--- src/rtl/stream_accumulator.sv ---
// Frame summing stream stage: a header word gives a count N, the next N words
// are added modulo 2^BIT_WIDTH, and one result word is returned per frame.
module stream_accumulator #(
   parameter int BIT_WIDTH   = 32,
   parameter int COUNT_WIDTH = 8
) (
   input  logic                 clk,
   input  logic                 reset,
   input  logic                 i_stream_val,
   input  logic [BIT_WIDTH-1:0] i_stream_data,
   output logic                 i_stream_rdy,
   output logic                 o_stream_val,
   output logic [BIT_WIDTH-1:0] o_stream_data,
   input  logic                 o_stream_rdy
);

   typedef enum logic [1:0] {
      IDLE  = 2'd0,
      ACCUM = 2'd1,
      SEND  = 2'd2
   } state_t;

   state_t                 r_state;
   state_t                 w_state_next;
   logic [BIT_WIDTH-1:0]   r_sum;
   logic [BIT_WIDTH-1:0]   w_sum_next;
   logic [COUNT_WIDTH-1:0] r_remaining;
   logic [COUNT_WIDTH-1:0] w_remaining_next;
   logic [COUNT_WIDTH-1:0] w_hdr_count;
   logic                   r_in_rdy;
   logic                   r_out_val;
   logic                   w_in_xfer;
   logic                   w_out_xfer;

   // Handshakes use the registered flags so they match what the neighbours see.
   assign w_in_xfer   = i_stream_val && r_in_rdy;
   assign w_out_xfer  = r_out_val && o_stream_rdy;
   assign w_hdr_count = i_stream_data[COUNT_WIDTH-1:0];

   always_comb begin
      w_state_next     = r_state;
      w_sum_next       = r_sum;
      w_remaining_next = r_remaining;
      case (r_state)
         IDLE: begin
            if (w_in_xfer) begin
               w_remaining_next = w_hdr_count;
               w_sum_next       = '0;
               w_state_next     = (w_hdr_count == '0) ? SEND : ACCUM;
            end
         end
         ACCUM: begin
            if (w_in_xfer) begin
               w_sum_next       = r_sum + i_stream_data;
               w_remaining_next = r_remaining - COUNT_WIDTH'(1);
               if (r_remaining == COUNT_WIDTH'(1)) begin
                  w_state_next = SEND;
               end
            end
         end
         SEND: begin
            if (w_out_xfer) begin
               w_state_next = IDLE;
            end
         end
         default: begin
            w_state_next = IDLE;
         end
      endcase
   end

   // Ready/valid are flopped from the next state so reset forces both low
   // without any path from an input pin to an output pin.
   always_ff @(posedge clk or negedge reset) begin
      if (!reset) begin
         r_state     <= IDLE;
         r_sum       <= '0;
         r_remaining <= '0;
         r_in_rdy    <= 1'b0;
         r_out_val   <= 1'b0;
      end else begin
         r_state     <= w_state_next;
         r_sum       <= w_sum_next;
         r_remaining <= w_remaining_next;
         r_in_rdy    <= (w_state_next != SEND);
         r_out_val   <= (w_state_next == SEND);
      end
   end

   assign i_stream_rdy  = r_in_rdy;
   assign o_stream_val  = r_out_val;
   assign o_stream_data = r_sum;

endmodule

--- config.mk ---
export PLATFORM = sky130hd
export DESIGN_NAME = stream_accumulator
export DESIGN_NICKNAME = d
export VERILOG_FILES = /design/src/rtl/stream_accumulator.sv
export SDC_FILE = /design/constraint.sdc
export NUM_CORES = 1
export LEC_CHECK = 0
export CELL_PAD_IN_SITES_DETAIL_PLACEMENT = 1
export CELL_PAD_IN_SITES_GLOBAL_PLACEMENT = 1
export CORE_ASPECT_RATIO = 0.7
export CORE_UTILIZATION = 42
export CTS_CLUSTER_SIZE = 20
export DETAILED_ROUTE_END_ITERATION = 6
export PLACE_DENSITY_LB_ADDON = 0.1
export SYNTH_ARGS = -nofsm -noshare
export SYNTH_HDL_FRONTEND = slang
export SYNTH_SLANG_ARGS = --single-unit
--- constraint.sdc ---
create_clock -name clk -period 5.8 [get_ports clk]
set_input_delay 1.16 -clock clk [delete_from_list [all_inputs] [get_ports clk]]
set_output_delay 1.16 -clock clk [all_outputs]
set_load 0.02 [all_outputs]
==> metrics.yaml <==
layout.nets: 541
grtUsageTotal: 0.256
crit_path_frequent_cell: "o21a_1"
synth_edf_count: 0
switching_share: 0.461
path_clk_slew_ps: 60
die_y_um: 77.5
clock_skew_ps: 7.88
max_stage_delay_ps: 530
slowest_stage: "clkdlybuf4s50_1"
endpoint_kind: "flop"
postSynthCellCount: 404
power_frac_clock: 0.120
grt_pass1_vias: 3470
vias: 3361
num_rows: 27
fin_tns_setup_ps: 0
min_path_type: "flop to flop"
sequentialPowerShare: 0.232
synth_top_area_frac: 0.322
drive_gt1_frac: 0.0445
grt_pass1_wl_um: 17000
outcome: "completed"
yosysMostFrequentCell: "nand2_1"
cts_tree: "yes"
place_area_sq_mm: 0.00421
clock.fmax_mhz: 249
slew_violations: 0
cts_num_sinks: 44
die_area_sq_mm: 0.00852
core_area_sq_mm: 0.00787
ys_seq_area_frac: 0.322
synth-seq-cells: 44
antenna_found_initial: 0
synthArstFlopShare: 1.00
cp_max_fo: 5
power.internal_uw: 1350
synth_commonest_cells: "nand2_1, o21ai_0, dfrtp_1"
synthDistinctLibCells: 58
drtIter0Drc: 173
total_power_uw: 2500
powerDensity_mw_per_mm2: 572
grt_max_degree: 45
hpwl_um: 7610
numCtsBuffers: 5
hold_slack_ps: 514
final_cell_count_no_fill: 573
gp_congestion: 0.834
finalSetupViolCount: 0
critPathArrivalTime_ps: 4180
post-route-period-util: 0.692
root_buffer: "clkbuf_16"
required_ps: 5970
postCtsSetupRepairBufs: 0
leakagePower_uw: 0.00189
crit_family: "compound AO/OA/AOI/OAI gates"
dp_cells: 565
die_width_um: 110
worst_pin_slew_ps: 1080
cap_viol_max_count: 0
wl_um: 10400
start_util: 0.435
portBuffers: 69
hold_buffers: 0
cts.repair.resized: 0
critPathKind: "primary input to flop"
clock_latency_ps: 290
rsz0062_at_grt: "false"
wire_per_inst_um: 18.1
synth_warnings: 0
synth_nets: 474
start_kind: "primary input"
clockBufferDepth: 2
irDropWorstVdd_uv: 236
cts_max_level: 2
synthFlopType: "dfrtp_1"
syn2layout_area_growth_pct: 27.5
drt_pass1_iterations: 4
yosysTopAreaCell: "dfrtp_1"
slew_headroom: 0.280
io_pins: 70
cp_num_buf_inv: 2
drc: 0
n_antenna_cell: 0
fin_area_sq_mm: 0.00436
vias_per_cell: 5.87
grt_overflow_total: 0
ant_nets: 0
syn_area_sq_mm: 0.00342
crit_chain: "clkdlybuf4s50_1 > ha_1 > inv_1 > fa_1 > nand2b_1 > a21oi_1 > o21a_1 > o21a_1 > a221o_2 > a21oi_4 > o21ai_0 > mux2i_1 > nand2_1"
combPwrFrac: 0.648
fin_crit_ps: 4010
synth.avg_cell_area_sq_um: 8.47
hold_viol_final: 0
switching_power_uw: 1150
synth_area_leaders: "dfrtp_1, ha_1, o21ai_0"
[metrics by stage]
step	setup slack (ps)	utilization
after floorplan	2300	-
after global placement	1620	0.535
after detailed placement	1510	0.535
after CTS	1800	0.554
after global routing	1590	0.554
final	1790	0.554
[power by group through the flow]
stage	clock network (uW)	registers [uW]	logic, uW
final	301	579	1620
after global routing	319	598	1790
after CTS	309	578	1620
after detailed placement	0	581	1600
after floorplan	0	689	957
after global placement	0	576	1560
[worst register-to-register path, cell delays in order, from the launching register on]
cell      delay, ps
dfrtp_1         420
ha_1            380
and4_2          270
a221oi_1        220
o21ai_0         280
a21oi_2         270
o21ai_1         220
or4_1           550
nand3_1         100
nand3_1          80
o211ai_1        100
[path summary, 6_finish.rpt]
| check | slack (ps) | start | end | cells after the start |
|---|---|---|---|---|
| max in group asynchronous | 4070 | reset | o_stream_data[12] | 1 |
| setup reg to reg | 2820 | o_stream_data[9] | o_stream_data[31] | 10 |
| setup / recovery | 1790 | i_stream_data[0] | o_stream_data[24] | 13 |
| min in group asynchronous | 1060 | reset | r_remaining[5] | 1 |
| hold / removal | 510 | o_stream_data[14] | o_stream_data[14] | 2 |
| hold reg to reg | 510 | o_stream_data[14] | o_stream_data[14] | 2 |
[cell families after synthesis]
group / count (synthesis) / share of synthesized area
AOI/OAI and AO/OA: 142 / 0.262
xor gates and xnor gates: 23 / 0.0589
adders and majority gates: 34 / 0.127
buffers and inverters: 26 / 0.0289
DFF: 44 / 0.322
muxes: 4 / 0.0117
and+or+nand+nor: 131 / 0.191
[cells in the final DEF (no fill, tap or decap), drive strengths merged, types with 6 or more instances in the layout]
master,netlist,layout
clkdlybuf4s50,0,68
nand2,53,53
o21ai,48,48
nor2,16,16
a21o,12,12
nand2b,6,6
clkbuf,11,7
dfrtp,44,44
nor3b,7,7
xor2,10,10
ha,33,33
inv,13,13
xnor2,13,13
nand3,15,15
a21oi,36,36
[registers in the layout (all words and copies together), names as in the netlist]
register       flops
i_stream_rdy       1
r_state            2
r_remaining        8
o_stream_data     32
o_stream_val       1
[cell type report]
class | instances | area, sq um
Clock buffer | 7 | 143
Inverter | 13 | 48.8
Sequential cell | 44 | 1100
Timing Repair Buffer | 73 | 716
Fill cell | 958 | 3510
Multi-Input combinational cell | 334 | 2220
Tap cell | 101 | 126
Clock inverter | 1 | 7.51
[per-layer routing]
| metal | part of all wire | track usage | wire length, um |
|---|---|---|---|
| met1 | 0.49 | 0.359 | 5100 |
| met2 | 0.47 | 0.422 | 4820 |
| met3 | 0.036 | 0.0395 | 378 |
| met4 | 0.0063 | 0.0360 | 65 |
| met5 | 0 | 0 | 0 |
Note: power is estimated with default switching activity, not from simulation.
